$ cat src/rtl/seq_counter_gen.sv
// -----------------------------------------------------------------------------
// seq_counter_gen
//
// Arbitrary-order sequence counter. A runtime-programmable table of WIDTH-bit
// codes is stepped through forward or in reverse over the first 'len' entries.
// This generalises the classic fixed-order T-flip-flop sequence counter.
//
// Optional feature (macro SEQ_TOGGLE_OUT_EN):
//   Adds port t_out = q ^ (code selected by the next en step with the current
//   dir). This is the toggle vector a T-flip-flop implementation would need.
//   t_out is forced to 0 when len == 1.
//
// Ports:
//   clk         rising-edge clock
//   rst         synchronous active-high reset (overrides everything)
//   en          advance one step this edge
//   dir         0 = forward (idx+1), 1 = reverse (idx-1)
//   load        jump idx to load_idx (has priority over en)
//   load_idx    load target, rejected if >= len
//   cfg_we      write table[cfg_addr] <= cfg_data
//   cfg_addr    table address
//   cfg_data    table data
//   cfg_len_we  write sequence length (0 ignored, >DEPTH clamped)
//   cfg_len     new length
//   q           table[idx], combinational read
//   idx         current index
//   len         active sequence length
//   wrap        one-cycle pulse after a wrap step
//   load_err    one-cycle pulse after a rejected load
//   t_out       (SEQ_TOGGLE_OUT_EN only) toggle vector for the next step
// -----------------------------------------------------------------------------
module seq_counter_gen #(
    parameter int WIDTH = 3,
    parameter int DEPTH = 8,
    parameter int IW    = $clog2(DEPTH),
    parameter int LW    = $clog2(DEPTH + 1)
) (
    input  logic             clk,
    input  logic             rst,
    input  logic             en,
    input  logic             dir,
    input  logic             load,
    input  logic [IW-1:0]    load_idx,
    input  logic             cfg_we,
    input  logic [IW-1:0]    cfg_addr,
    input  logic [WIDTH-1:0] cfg_data,
    input  logic             cfg_len_we,
    input  logic [LW-1:0]    cfg_len,
    output logic [WIDTH-1:0] q,
    output logic [IW-1:0]    idx,
    output logic [LW-1:0]    len,
    output logic             wrap,
    output logic             load_err
`ifdef SEQ_TOGGLE_OUT_EN
    ,
    output logic [WIDTH-1:0] t_out
`endif
);

    // Common comparison width so index/length compares never truncate.
    localparam int CW = (LW > IW) ? LW : IW;
    localparam logic [LW-1:0] DEPTH_L = LW'(DEPTH);

    logic [WIDTH-1:0] table_reg [DEPTH];
    logic [DEPTH-1:0] row_we;

    logic [IW-1:0] idx_reg, idx_next;
    logic [LW-1:0] len_reg, len_next;
    logic          wrap_reg, wrap_next;
    logic          err_reg, err_next;

    logic [LW-1:0] len_m1;
    logic [IW-1:0] last_idx;
    logic [IW-1:0] fwd_idx, rev_idx, step_idx;
    logic          step_wraps;
    logic [IW-1:0] idx_cand;
    logic          wrap_cand;

    // ------------------------------------------------------------------
    // Table: per-row write enable decode. Addresses >= DEPTH match no row
    // and are therefore silently dropped.
    // ------------------------------------------------------------------
    generate
        for (genvar gi = 0; gi < DEPTH; gi++) begin : g_row_we
            assign row_we[gi] = cfg_we && (cfg_addr == IW'(gi));
        end
    endgenerate

    // Reset restores the identity table, so q reads 0 straight after reset.
    always_ff @(posedge clk) begin
        for (int i = 0; i < DEPTH; i++) begin
            if (rst) begin
                table_reg[i] <= WIDTH'(i);
            end else if (row_we[i]) begin
                table_reg[i] <= cfg_data;
            end
        end
    end

    // ------------------------------------------------------------------
    // Step arithmetic against the current (pre-edge) length.
    // len is always >= 1, so len-1 fits in IW bits.
    // ------------------------------------------------------------------
    always_comb begin
        len_m1     = len_reg - LW'(1);
        last_idx   = IW'(len_m1);
        fwd_idx    = (idx_reg == last_idx) ? '0 : idx_reg + IW'(1);
        rev_idx    = (idx_reg == '0) ? last_idx : idx_reg - IW'(1);
        step_idx   = dir ? rev_idx : fwd_idx;
        step_wraps = dir ? (idx_reg == '0) : (idx_reg == last_idx);
    end

    // Length update: 0 is ignored, oversize values clamp to DEPTH.
    always_comb begin
        len_next = len_reg;
        if (cfg_len_we && (cfg_len != '0)) begin
            len_next = (cfg_len > DEPTH_L) ? DEPTH_L : cfg_len;
        end
    end

    // Index update: load > en. A load is validated against the length that
    // takes effect on this same edge.
    always_comb begin
        idx_cand  = idx_reg;
        wrap_cand = 1'b0;
        err_next  = 1'b0;
        if (load) begin
            if (CW'(load_idx) < CW'(len_next)) begin
                idx_cand = load_idx;
            end else begin
                err_next = 1'b1;
            end
        end else if (en) begin
            idx_cand  = step_idx;
            wrap_cand = step_wraps;
        end

        // A shrinking length that leaves idx out of range snaps idx to 0.
        // That is a re-seat rather than a sequence wrap, so no pulse.
        if (CW'(len_next) <= CW'(idx_cand)) begin
            idx_next  = '0;
            wrap_next = 1'b0;
        end else begin
            idx_next  = idx_cand;
            wrap_next = wrap_cand;
        end
    end

    always_ff @(posedge clk) begin
        if (rst) begin
            idx_reg  <= '0;
            len_reg  <= DEPTH_L;
            wrap_reg <= 1'b0;
            err_reg  <= 1'b0;
        end else begin
            idx_reg  <= idx_next;
            len_reg  <= len_next;
            wrap_reg <= wrap_next;
            err_reg  <= err_next;
        end
    end

    assign q        = table_reg[idx_reg];
    assign idx      = idx_reg;
    assign len      = len_reg;
    assign wrap     = wrap_reg;
    assign load_err = err_reg;

`ifdef SEQ_TOGGLE_OUT_EN
    logic [WIDTH-1:0] q_step;
    assign q_step = table_reg[step_idx];
    assign t_out  = (len_reg == LW'(1)) ? '0 : (q ^ q_step);
`endif

endmodule

$ cat config.mk
export PLATFORM = sky130hd
export DESIGN_NAME = seq_counter_gen
export DESIGN_NICKNAME = d
export VERILOG_FILES = /design/src/rtl/seq_counter_gen.sv
export SDC_FILE = /design/constraint.sdc
export NUM_CORES = 1
export LEC_CHECK = 0
export ABC_CLOCK_PERIOD_IN_PS = 6800
export BUFFER_PORTS_ARGS = -buffer_cell sky130_fd_sc_hd__buf_2
export CORE_MARGIN = 2
export CORE_UTILIZATION = 35
export DETAILED_ROUTE_END_ITERATION = 12
export SETUP_SLACK_MARGIN = 0.05
export SLEW_MARGIN = 10
export SYNTH_ARGS = -nofsm -noshare
export SYNTH_HDL_FRONTEND = slang
export SYNTH_SLANG_ARGS = --single-unit
$ cat constraint.sdc
create_clock -name clk -period 6.8 [get_ports clk]
set_input_delay 0 -clock clk [delete_from_list [all_inputs] [get_ports clk]]
set_output_delay 0 -clock clk [all_outputs]
set_load 0.1 [all_outputs]
==> metrics.md, run 1 <==
| Metric | Value |
|---|---|
| Status | `completed` |
| Final Cycle Share | `47.9%` |
| Cells after DPL | `286` |
| Area growth syn-to-layout | `15.0%` |
| EDFF count, synth | `24` |
| Shortest period the worst path allows | `3.26 ns` |
| Skew final | `0.00485 ns` |
| Core area | `0.00561 mm2` |
| Max-slew headroom | `60.2%` |
| Number of global-route vias before repair | `1570` |
| Sw frac | `33.7%` |
| Switching pwr | `198 uW` |
| IO Count | `32` |
| Worst Setup EP | `idx[1]` |
| WL final | `4540 um` |
| Ys Warns | `0` |
| Fmax | `307 MHz` |
| Initial Utilization | `36.7%` |
| Commonest non-fill, non-tap cell in the layout | `buf_2` |
| HP Class | `primary input to flip-flop` |
| Non-Filler Instances | `293` |
| Setup tns final | `0 ns` |
| CP startpoint | `len[2]` |
| Post-DP HPWL | `3430 um` |
| Via/cell ratio | `5.44` |
| Sequential fraction of the synthesis area | `43.8%` |
| Met2 WL post-DR | `2220 um` |
| Pin count of the biggest net entering global routing | `18` |
| Diode count | `0` |
| CP dominant cell by count | `ha_1` |
| Int Power | `389 uW` |
| Die Width | `80.7 um` |
| # DRC | `0` |
| Setup violators final | `0` |
| Setup crit end kind | `flip-flop` |
| Total track usage | `15.5%` |
| Root buf cell | `clkbuf_8` |
| CP max stage delay | `0.40 ns` |
| Met3 routed WL | `205 um` |
| Leak pwr | `0.000895 uW` |
| Worst Path Max Fanout | `5` |
| Levels on crit path | `15` |
| DR vias | `1595` |
| Initial antenna violation count | `0` |
| Slowest stage cell, crit path | `o32a_1` |
| Async S/R FF share, synth | `0%` |
| Initial DRT Pass Iterations | `4` |
| Fin. max-slew vios | `0` |
| GRT overflow | `0` |
| Largest register FFs | `24` |
| Final hold vios | `0` |
| Clock slew at reported path FFs | `0.07 ns` |
| Worst-margin pin slew | `0.596 ns` |
| WP data arrival | `3.44 ns` |
| Die area | `0.00651 mm2` |
| Critical Path, Cell by Cell | `a22oi_1, nor2_1, a21oi_1, ha_1, inv_1, a221o_1, o32a_1, o211ai_1, o31ai_1, ha_1, nor2b_1, o21ai_0, a32oi_1, o21ba_2, o311a_1` |
| DR WL/cell | `15.5 um` |
| Logic pwr share | `28.3%` |
| Predominant post-synthesis flop cell | `edfxtp_1` |
| Routability cong. | `0.875` |
| Most area-consuming cells after synthesis | `edfxtp_1 (35%), dfxtp_1 (8.8%), mux4_2 (6.6%)` |
| FP Rows | `27` |
| Fin nets | `249` |
| ANT nets after route | `0` |
| Gate Count Post-Synth | `193` |
| I/O Buffers | `31` |
| 1st-iter DRT viols | `53` |
| CP bufs+invs | `1` |
| Flop and latch count out of synthesis | `33` |
| Syn_nets | `221` |
| Pwr dens | `248 mW/mm2` |
| Top Metal Used | `met4` |
| Number of hold buffers added after CTS | `0` |
| Netlist cell types | `53` |
| Sink Count | `33` |
| Reg2reg end | `idx[1]` |
| Global-route wire length before repair | `7560 um` |
| Worst r2r src | `len[2]` |
| RSZ-0062 raised after global routing | `false` |
| Number of filler cells placed in the layout | `559` |
| Multi-input combinational cell area | `0.00107 mm2` |
| Post-Syn Area per Cell | `10.7 um2` |
| Post-CTS setup buffer count | `0` |
| Crit Path Category | `flip-flop to flip-flop` |
| Worst vdd ir | `0.122 mV` |
| Die Span Y | `80.7 um` |
| H-tree levels | `2` |
| CP required | `6.98 ns` |
| Met1 wire length | `2060 um` |
| Post-Syn Area | `0.00206 mm2` |
| Clk pwr share | `30.5%` |
| Register area | `901 um2` |
| Setup slack, reg-to-reg | `3.54 ns` |
| CTS tree | `yes` |
| Most frequent cells in the layout | `buf_2 (31), edfxtp_1 (24), inv_1 (13), nand2_1 (13), nor3_1 (11)` |
| Layout cells sized above 1 | `24.9%` |
| Top delay family on crit path | `compound AO/OA/AOI/OAI gates` |
| Top cell type by total area after synthesis | `edfxtp_1` |
| Clock Tree Buf Depth | `2` |
| Register share of total power | `41.3%` |
| CTS Buf Count | `5` |
| Post-cts sizing count | `0` |
| Area fraction of the dominant cell type after synthesis | `35.0%` |
| R2R depth | `15` |
| Crit start category | `flip-flop` |
| Clk Latency, worst-skew pair | `0.29 ns` |
| Max-Cap Viols | `0` |
[per-stage QoR]
stage	instance area (um2)	setup slack (ns)	power (uW)	hold slack [ns]	utilization, %
after floorplan	2060	3.07	379	0.101	-
after global placement	2260	3.59	413	0.315	40.3
after detailed placement	2260	3.57	414	0.312	40.3
after CTS	2360	3.52	593	0.0114	42.2
after global routing	2360	3.25	615	0.0186	42.2
final	2360	3.54	587	0.0228	42.2
[power groups by stage]
stage               logic, uW  clock network (uW)  registers [uW]
floorplan                 114                   0             265
global placement          166                   0             247
detailed placement        166                   0             247
CTS                       167                 183             243
global route              179                 191             245
finish                    166                 179             242
[cell families after synthesis]
logic type / Yosys count / synth area share, %
compound gates: 40 / 15.1
flops: 33 / 43.8
mux: 13 / 10.2
fa+ha+maj: 8 / 4.87
buf+inv: 23 / 4.38
simple gates: 72 / 19.2
xor+xnor: 4 / 2.43
[cell type report]
class / instances / area share [%]
multi-input combinational: 137 / 45.1
sequential: 33 / 38.1
timing repair buffer: 31 / 6.56
tap: 72 / 3.81
clock buffer: 5 / 2.91
inverter: 13 / 2.06
clock inverter: 2 / 1.48
[worst reg2reg max path, stage by stage (launching register included)]
cell      delay (ns)
dfxtp_1         0.36
a22oi_1         0.18
nor2_1          0.05
a21oi_1         0.27
ha_1            0.21
inv_1           0.05
a221o_1         0.28
o32a_1          0.40
o211ai_1        0.22
o31ai_1         0.11
ha_1            0.31
nor2b_1         0.13
o21ai_0         0.14
a32oi_1         0.10
o21ba_2         0.23
o311a_1         0.11
[how the worst min path moves through the flow]
stage	from	endpoint	slack [ns]	depth (start not counted)
4_1_cts	cfg_data[1]	table_reg[3][1]	0.01	2
3_3_place_gp	cfg_data[1]	table_reg[7][1]	0.31	2
5_1_grt	cfg_data[1]	table_reg[3][1]	0.02	2
2_1_floorplan	rst	len[3]	0.10	1
3_5_place_dp	cfg_data[1]	table_reg[3][1]	0.31	2
6_report	cfg_data[1]	table_reg[3][1]	0.02	2
[synth_stat cells, types with 6 or more instances]
master	number
or3_1	8
dfxtp_1	9
nand2_1	13
a21oi_1	6
clkbuf_1	6
edfxtp_1	24
inv_1	13
nor3_1	11
nor2_1	9
nand2b_1	6
mux4_2	6
and2_1	6
ha_1	8
[layer usage]
layer	GRT usage, %	vias up
met5	0	-
met2	26.0	38
met3	3.26	7
li1	-	787
met4	6.27	0
met1	19.4	763
Power figures use the tool's default switching activity.
==> inputs of run 2 (changes only) <==
--- a/config.mk
+++ b/config.mk
@@ -5,7 +5,7 @@
 export SDC_FILE = /design/constraint.sdc
 export NUM_CORES = 1
 export LEC_CHECK = 0
-export ABC_CLOCK_PERIOD_IN_PS = 6800
+export ABC_CLOCK_PERIOD_IN_PS = 2700
 export BUFFER_PORTS_ARGS = -buffer_cell sky130_fd_sc_hd__buf_2
 export CORE_MARGIN = 2
 export CORE_UTILIZATION = 35
==> constraint.sdc (replaced) <==
create_clock -name clk -period 2.7 [get_ports clk]
set_input_delay 0 -clock clk [delete_from_list [all_inputs] [get_ports clk]]
set_output_delay 0 -clock clk [all_outputs]
set_load 0.1 [all_outputs]
==> metrics.md, run 2 (same netlist as run 1, synthesis figures left out) <==
| Metric | Value |
|---|---|
| Initial DRT Pass Iterations | `4 (unchanged)` |
| Area growth syn-to-layout | `26.6%` |
| Clock Tree Buf Depth | `2 (unchanged)` |
| Global-route wire length before repair | `8270 um (+9.4%)` |
| Max-Cap Viols | `0 (unchanged)` |
| Final hold vios | `0 (unchanged)` |
| Die Span Y | `80.7 um (unchanged)` |
| Number of hold buffers added after CTS | `0 (unchanged)` |
| WL final | `5010 um (+10%)` |
| Diode count | `0 (unchanged)` |
| Core area | `0.00561 mm2 (unchanged)` |
| Initial Utilization | `36.7% (unchanged)` |
| Layout cells sized above 1 | `36.4% (+12 points)` |
| ANT nets after route | `0 (unchanged)` |
| R2R depth | `15 (unchanged)` |
| GRT overflow | `0 (unchanged)` |
| Crit start category | `flip-flop` |
| Commonest non-fill, non-tap cell in the layout | `buf_2` |
| Worst-margin pin slew | `0.492 ns (-0.104 ns)` |
| Cells after DPL | `309 (+8.0%)` |
| Die Width | `80.7 um (unchanged)` |
| Via/cell ratio | `5.42 (-0.51%)` |
| Largest register FFs | `24 (unchanged)` |
| H-tree levels | `2 (unchanged)` |
| Die area | `0.00651 mm2 (unchanged)` |
| I/O Buffers | `31 (unchanged)` |
| Non-Filler Instances | `322 (+9.9%)` |
| Initial antenna violation count | `0 (unchanged)` |
| Register area | `916 um2 (+1.7%)` |
| # DRC | `0 (unchanged)` |
| Fmax | `336 MHz (+9.6%)` |
| Skew final | `0.00347 ns (-0.00139 ns)` |
| Pwr dens | `593 mW/mm2 (+140%)` |
| Final Cycle Share | `110% (+62 points)` |
| 1st-iter DRT viols | `92 (+74%)` |
| Pre-CTS WS | `-0.298 ns (-3.87 ns)` |
| Root buf cell | `clkbuf_8` |
| Setup violators final | `4 (+4)` |
| IO Count | `32 (unchanged)` |
| Max-slew headroom | `67.4% (+7.2 points)` |
| Shortest period the worst path allows | `2.98 ns (-0.285 ns)` |
| Total track usage | `16.9% (+1.4 points)` |
| Worst vdd ir | `0.279 mV (+130%)` |
| CTS Buf Count | `5 (unchanged)` |
| HP Class | `primary input to flip-flop` |
| CTS tree | `yes` |
| Crit Path Category | `flip-flop to flip-flop` |
| Number of global-route vias before repair | `1765 (+12%)` |
| Failing checks | `negative setup slack` |
| RSZ-0062 raised after global routing | `true` |
| Leak pwr | `0.00103 uW (+15%)` |
| Clk Latency, worst-skew pair | `0.29 ns (about the same)` |
| Worst Path Max Fanout | `4 (-1)` |
| FP Rows | `27 (unchanged)` |
| WHS Path Cells | `2 (unchanged)` |
| Fin. max-slew vios | `0 (unchanged)` |
| Pin count of the biggest net entering global routing | `18 (unchanged)` |
| Multi-input combinational cell area | `0.00107 mm2 (+0.82%)` |
| Sink Count | `33 (unchanged)` |
| Worst hold slack | `0.0209 ns (-0.00193 ns)` |
| Setup slack after layout | `-0.276 ns (-3.82 ns)` |
| Status | `finished with violations` |
| Setup crit end kind | `flip-flop` |
| Clock slew at reported path FFs | `0.07 ns (about the same)` |
| CP required | `2.87 ns (-4.11 ns)` |
| Routability cong. | `0.854 (-2.4%)` |
| DR WL/cell | `15.6 um (+0.41%)` |
| Post-DP HPWL | `3860 um (+13%)` |
| Most frequent cells in the layout | `buf_2 (31), buf_4 (28), edfxtp_1 (24)` |
| Fin nets | `277 (+11%)` |
| Number of filler cells placed in the layout | `568 (+1.6%)` |
| WP data arrival | `3.15 ns (-0.29 ns)` |
| DR vias | `1744 (+9.3%)` |
-- run 2: changes by cell type in the layout (fill, tap and decap cells not counted), sizes merged --
cell	before	now
buf	31	59
clkinvlp	0	1
-- run 2: area by class of cell --
type,count,area share (%)
multi-input combinational,137,41.3
sequential,33,35.2
timing repair buffer,59,14.0
tap,72,3.46
clock buffer,5,2.64
inverter,13,1.87
clock inverter,3,1.59
-- run 2: path summary, 6_finish.rpt --
path / to / slack [ns] / startpoint
min: table_reg[7][1] / 0.02 / cfg_data[1]
max: idx[2] / -0.28 / len[2]
min reg2reg: len[0] / 0.60 / len[0]
max reg2reg: idx[2] / -0.28 / len[2]
-- run 2: worst max-delay path, stage by stage, from the launching register on --
cell,delay [ns]
dfxtp_4,0.34
a22oi_2,0.04
nor2_1,0.13
a21oi_2,0.06
ha_1,0.31
inv_1,0.05
a221o_1,0.28
o32a_1,0.35
o211ai_1,0.22
o31ai_1,0.12
ha_1,0.29
nor2b_1,0.13
o21ai_1,0.12
a32oi_1,0.09
o21ba_2,0.23
o41a_1,0.10
-- run 2: timing repair --
action	CTS	global route
gates resized for setup	2	0
setup endpoints to repair	4	4
buffers inserted	2	3
pin swaps	1	2
-- run 2: layer usage --
layer	share of wire (%)	track usage [%]	up-vias
li1	-	-	848
met1	43	19.8	840
met2	51	30.6	50
met3	4.8	3.03	6
met4	1.5	6.10	0
met5	0	0	-
-- run 2: power breakdown --
| part | switching (uW) | total (uW) | internal (uW) |
|---|---|---|---|
| clock | 190 | 461 | 272 |
| combinational | 310 | 486 | 176 |
| sequential | 21.0 | 598 | 577 |
-- run 2: per-stage QoR --
| stage | power, uW | cell area [um2] | setup TNS, ns | util, % |
|---|---|---|---|---|
| floorplan | 956 | 2070 | -1.41 | - |
| global placement | 1080 | 2450 | -0.740 | 43.7 |
| detailed placement | 1080 | 2450 | -1.10 | 43.7 |
| CTS | 1550 | 2580 | -0.922 | 46.1 |
| global route | 1620 | 2610 | -1.71 | 46.5 |
| finish | 1550 | 2610 | -1.00 | 46.5 |
==> inputs of run 3 (changes only) <==
--- a/config.mk
+++ b/config.mk
@@ -10,6 +10,7 @@
 export CORE_MARGIN = 2
 export CORE_UTILIZATION = 35
 export DETAILED_ROUTE_END_ITERATION = 12
+export PLACE_DENSITY = 0.62
 export SETUP_SLACK_MARGIN = 0.05
 export SLEW_MARGIN = 10
 export SYNTH_ARGS = -nofsm -noshare
==> metrics.md, run 3 (same netlist as run 1, synthesis figures left out) <==
| Metric | Value |
|---|---|
| Status | `finished with violations` |
| Failing checks | `negative setup slack` |
| Sink Count | `33 (unchanged)` |
| DR vias | `1700 (-2.5%)` |
| Clock slew at reported path FFs | `0.07 ns (about the same)` |
| Total track usage | `16.0% (-0.85 points)` |
| Root buf cell | `clkbuf_8` |
| # DRC | `0 (unchanged)` |
| Die area | `0.00651 mm2 (unchanged)` |
| Initial DRT Pass Iterations | `4 (unchanged)` |
| Pin count of the biggest net entering global routing | `18 (unchanged)` |
| Final hold vios | `0 (unchanged)` |
| CTS Buf Count | `5 (unchanged)` |
| Fin nets | `274 (-1.1%)` |
| Fin. max-slew vios | `0 (unchanged)` |
| Max-slew headroom | `67.5% (about the same)` |
| Global-route wire length before repair | `7840 um (-5.2%)` |
| WP data arrival | `3.19 ns (+0.04 ns)` |
| CP dominant cell by count | `ha_1` |
| Crit Path Category | `flip-flop to flip-flop` |
| Post-layout util | `46.2% (-0.29 points)` |
| Cells after DPL | `308 (-0.32%)` |
| Leak pwr | `0.00102 uW (-1.2%)` |
| Setup violators final | `4 (unchanged)` |
| DR WL/cell | `15.5 um (-0.55%)` |
| Die Width | `80.7 um (unchanged)` |
| ANT nets after route | `0 (unchanged)` |
| CP max stage delay | `0.35 ns (about the same)` |
| Worst Path Max Fanout | `4 (unchanged)` |
| Largest register FFs | `24 (unchanged)` |
| GRT overflow | `0 (unchanged)` |
| Routability cong. | `0.883 (+3.4%)` |
| Commonest non-fill, non-tap cell in the layout | `buf_2` |
| Number of global-route vias before repair | `1666 (-5.6%)` |
| FP Rows | `27 (unchanged)` |
| Setup crit end kind | `flip-flop` |
| Tot Pwr | `1540 uW (-0.55%)` |
| I/O Buffers | `31 (unchanged)` |
| Setup tns final | `-0.972 ns (+0.0320 ns)` |
| CP required | `2.92 ns (+0.05 ns)` |
| Worst vdd ir | `0.292 mV (+4.7%)` |
| 1st-iter DRT viols | `57 (-38%)` |
| Via/cell ratio | `5.33 (-1.6%)` |
| Clk Latency, worst-skew pair | `0.28 ns (about the same)` |
| Post-DP HPWL | `3810 um (-1.4%)` |
| Number of hold buffers added after CTS | `0 (unchanged)` |
| Critical Path, Cell by Cell | `a22oi_2, nor2_1, a21oi_2, ha_1, inv_1, a221o_1, o32a_1, o211ai_1, o31ai_1, ha_1, nor2b_1, o21ai_1, a32oi_1, o21ba_2, o311a_1` |
| Core area | `0.00561 mm2 (unchanged)` |
| Initial antenna violation count | `0 (unchanged)` |
| Most frequent cells in the layout | `buf_2 (31), buf_4 (25), edfxtp_1 (24)` |
| Post-DP Area | `0.00244 mm2 (-0.31%)` |
| Final Instance Area | `0.00259 mm2 (-0.62%)` |
| Skew final | `0.00148 ns (-0.00198 ns)` |
| Crit start category | `flip-flop` |
| Max-Cap Viols | `0 (unchanged)` |
| Non-Filler Instances | `319 (-0.93%)` |
| Worst-margin pin slew | `0.491 ns (-0.000563 ns)` |
| Final Cycle Share | `110% (-0.34 points)` |
| Die Span Y | `80.7 um (unchanged)` |
| CTS tree | `yes` |
| Diode count | `0 (unchanged)` |
| Shortest period the worst path allows | `2.97 ns (-0.00929 ns)` |
| Number of filler cells placed in the layout | `554 (-2.5%)` |
| Initial Utilization | `36.7% (unchanged)` |
| HP Class | `primary input to flip-flop` |
| RSZ-0062 raised after global routing | `true` |
| Layout cells sized above 1 | `36.0% (-0.37 points)` |
| Clock Tree Buf Depth | `2 (unchanged)` |
| WL final | `4940 um (-1.5%)` |
| Slowest stage cell, crit path | `dfxtp_4` |
| Setup slack after layout | `-0.267 ns (+0.00929 ns)` |
| Fmax | `337 MHz (+0.31%)` |
| Area growth syn-to-layout | `25.9%` |
| Pwr dens | `594 mW/mm2 (about the same)` |
| H-tree levels | `2 (unchanged)` |
| IO Count | `32 (unchanged)` |
run 3: cell types whose count changed in the layout (fill, tap and decap cells not counted):
cell,previous run,this run
nor4_1,4,3
buf_4,28,25
nor4_2,0,1
run 3: path summary, 6_finish.rpt:
kind	startpoint	cells past startpoint	end	slack (ns)
min	cfg_data[1]	2	table_reg[7][1]	0.03
max	len[2]	15	idx[1]	-0.27
max reg2reg	len[2]	15	idx[1]	-0.27
min reg2reg	len[3]	2	len[3]	0.65
run 3: power by group:
part / switching (uW) / total (uW) / internal, uW
combinational: 312 / 484 / 172
clock: 187 / 459 / 272
sequential: 17.8 / 595 / 577
total: 517 / 1540 / 1020
run 3: final cells by class:
cell class,instances,area [um2],share of cell area [%]
Tap cell,72,90.1,3.48
Inverter,13,48.8,1.88
Multi-Input combinational cell,137,1080,41.8
Clock inverter,3,41.3,1.59
Clock buffer,5,68.8,2.66
Timing Repair Buffer,56,343,13.2
Sequential cell,33,916,35.4
run 3: stage by stage:
step                      worst slack, ns  hold WS [ns]
after floorplan                    -0.397         0.101
after global placement             -0.220         0.308
after detailed placement           -0.328         0.320
after CTS                          -0.240        0.0187
after global routing               -0.404        0.0233
final                              -0.267        0.0273
run 3: critical path, delay by kind of cell, from the launching register on:
family          cells  cell delay (ns)
compound gates     10             1.66
simple gates        2             0.26
fa+ha+maj           2             0.62
flops               1             0.35
buf+inv             1             0.05
run 3: what timing repair did:
item,CTS,global route
resized for setup,3,0
setup endpoints to repair,4,4
setup buffers,1,2
pin swaps,2,2
hold endpoints to repair,0,0
run 3: layer usage:
layer | wire, um | track usage, %
met2 | 2430 | 28.9
met3 | 285 | 4.16
met4 | 15 | 2.54
met5 | 0 | 0
met1 | 2210 | 19.4
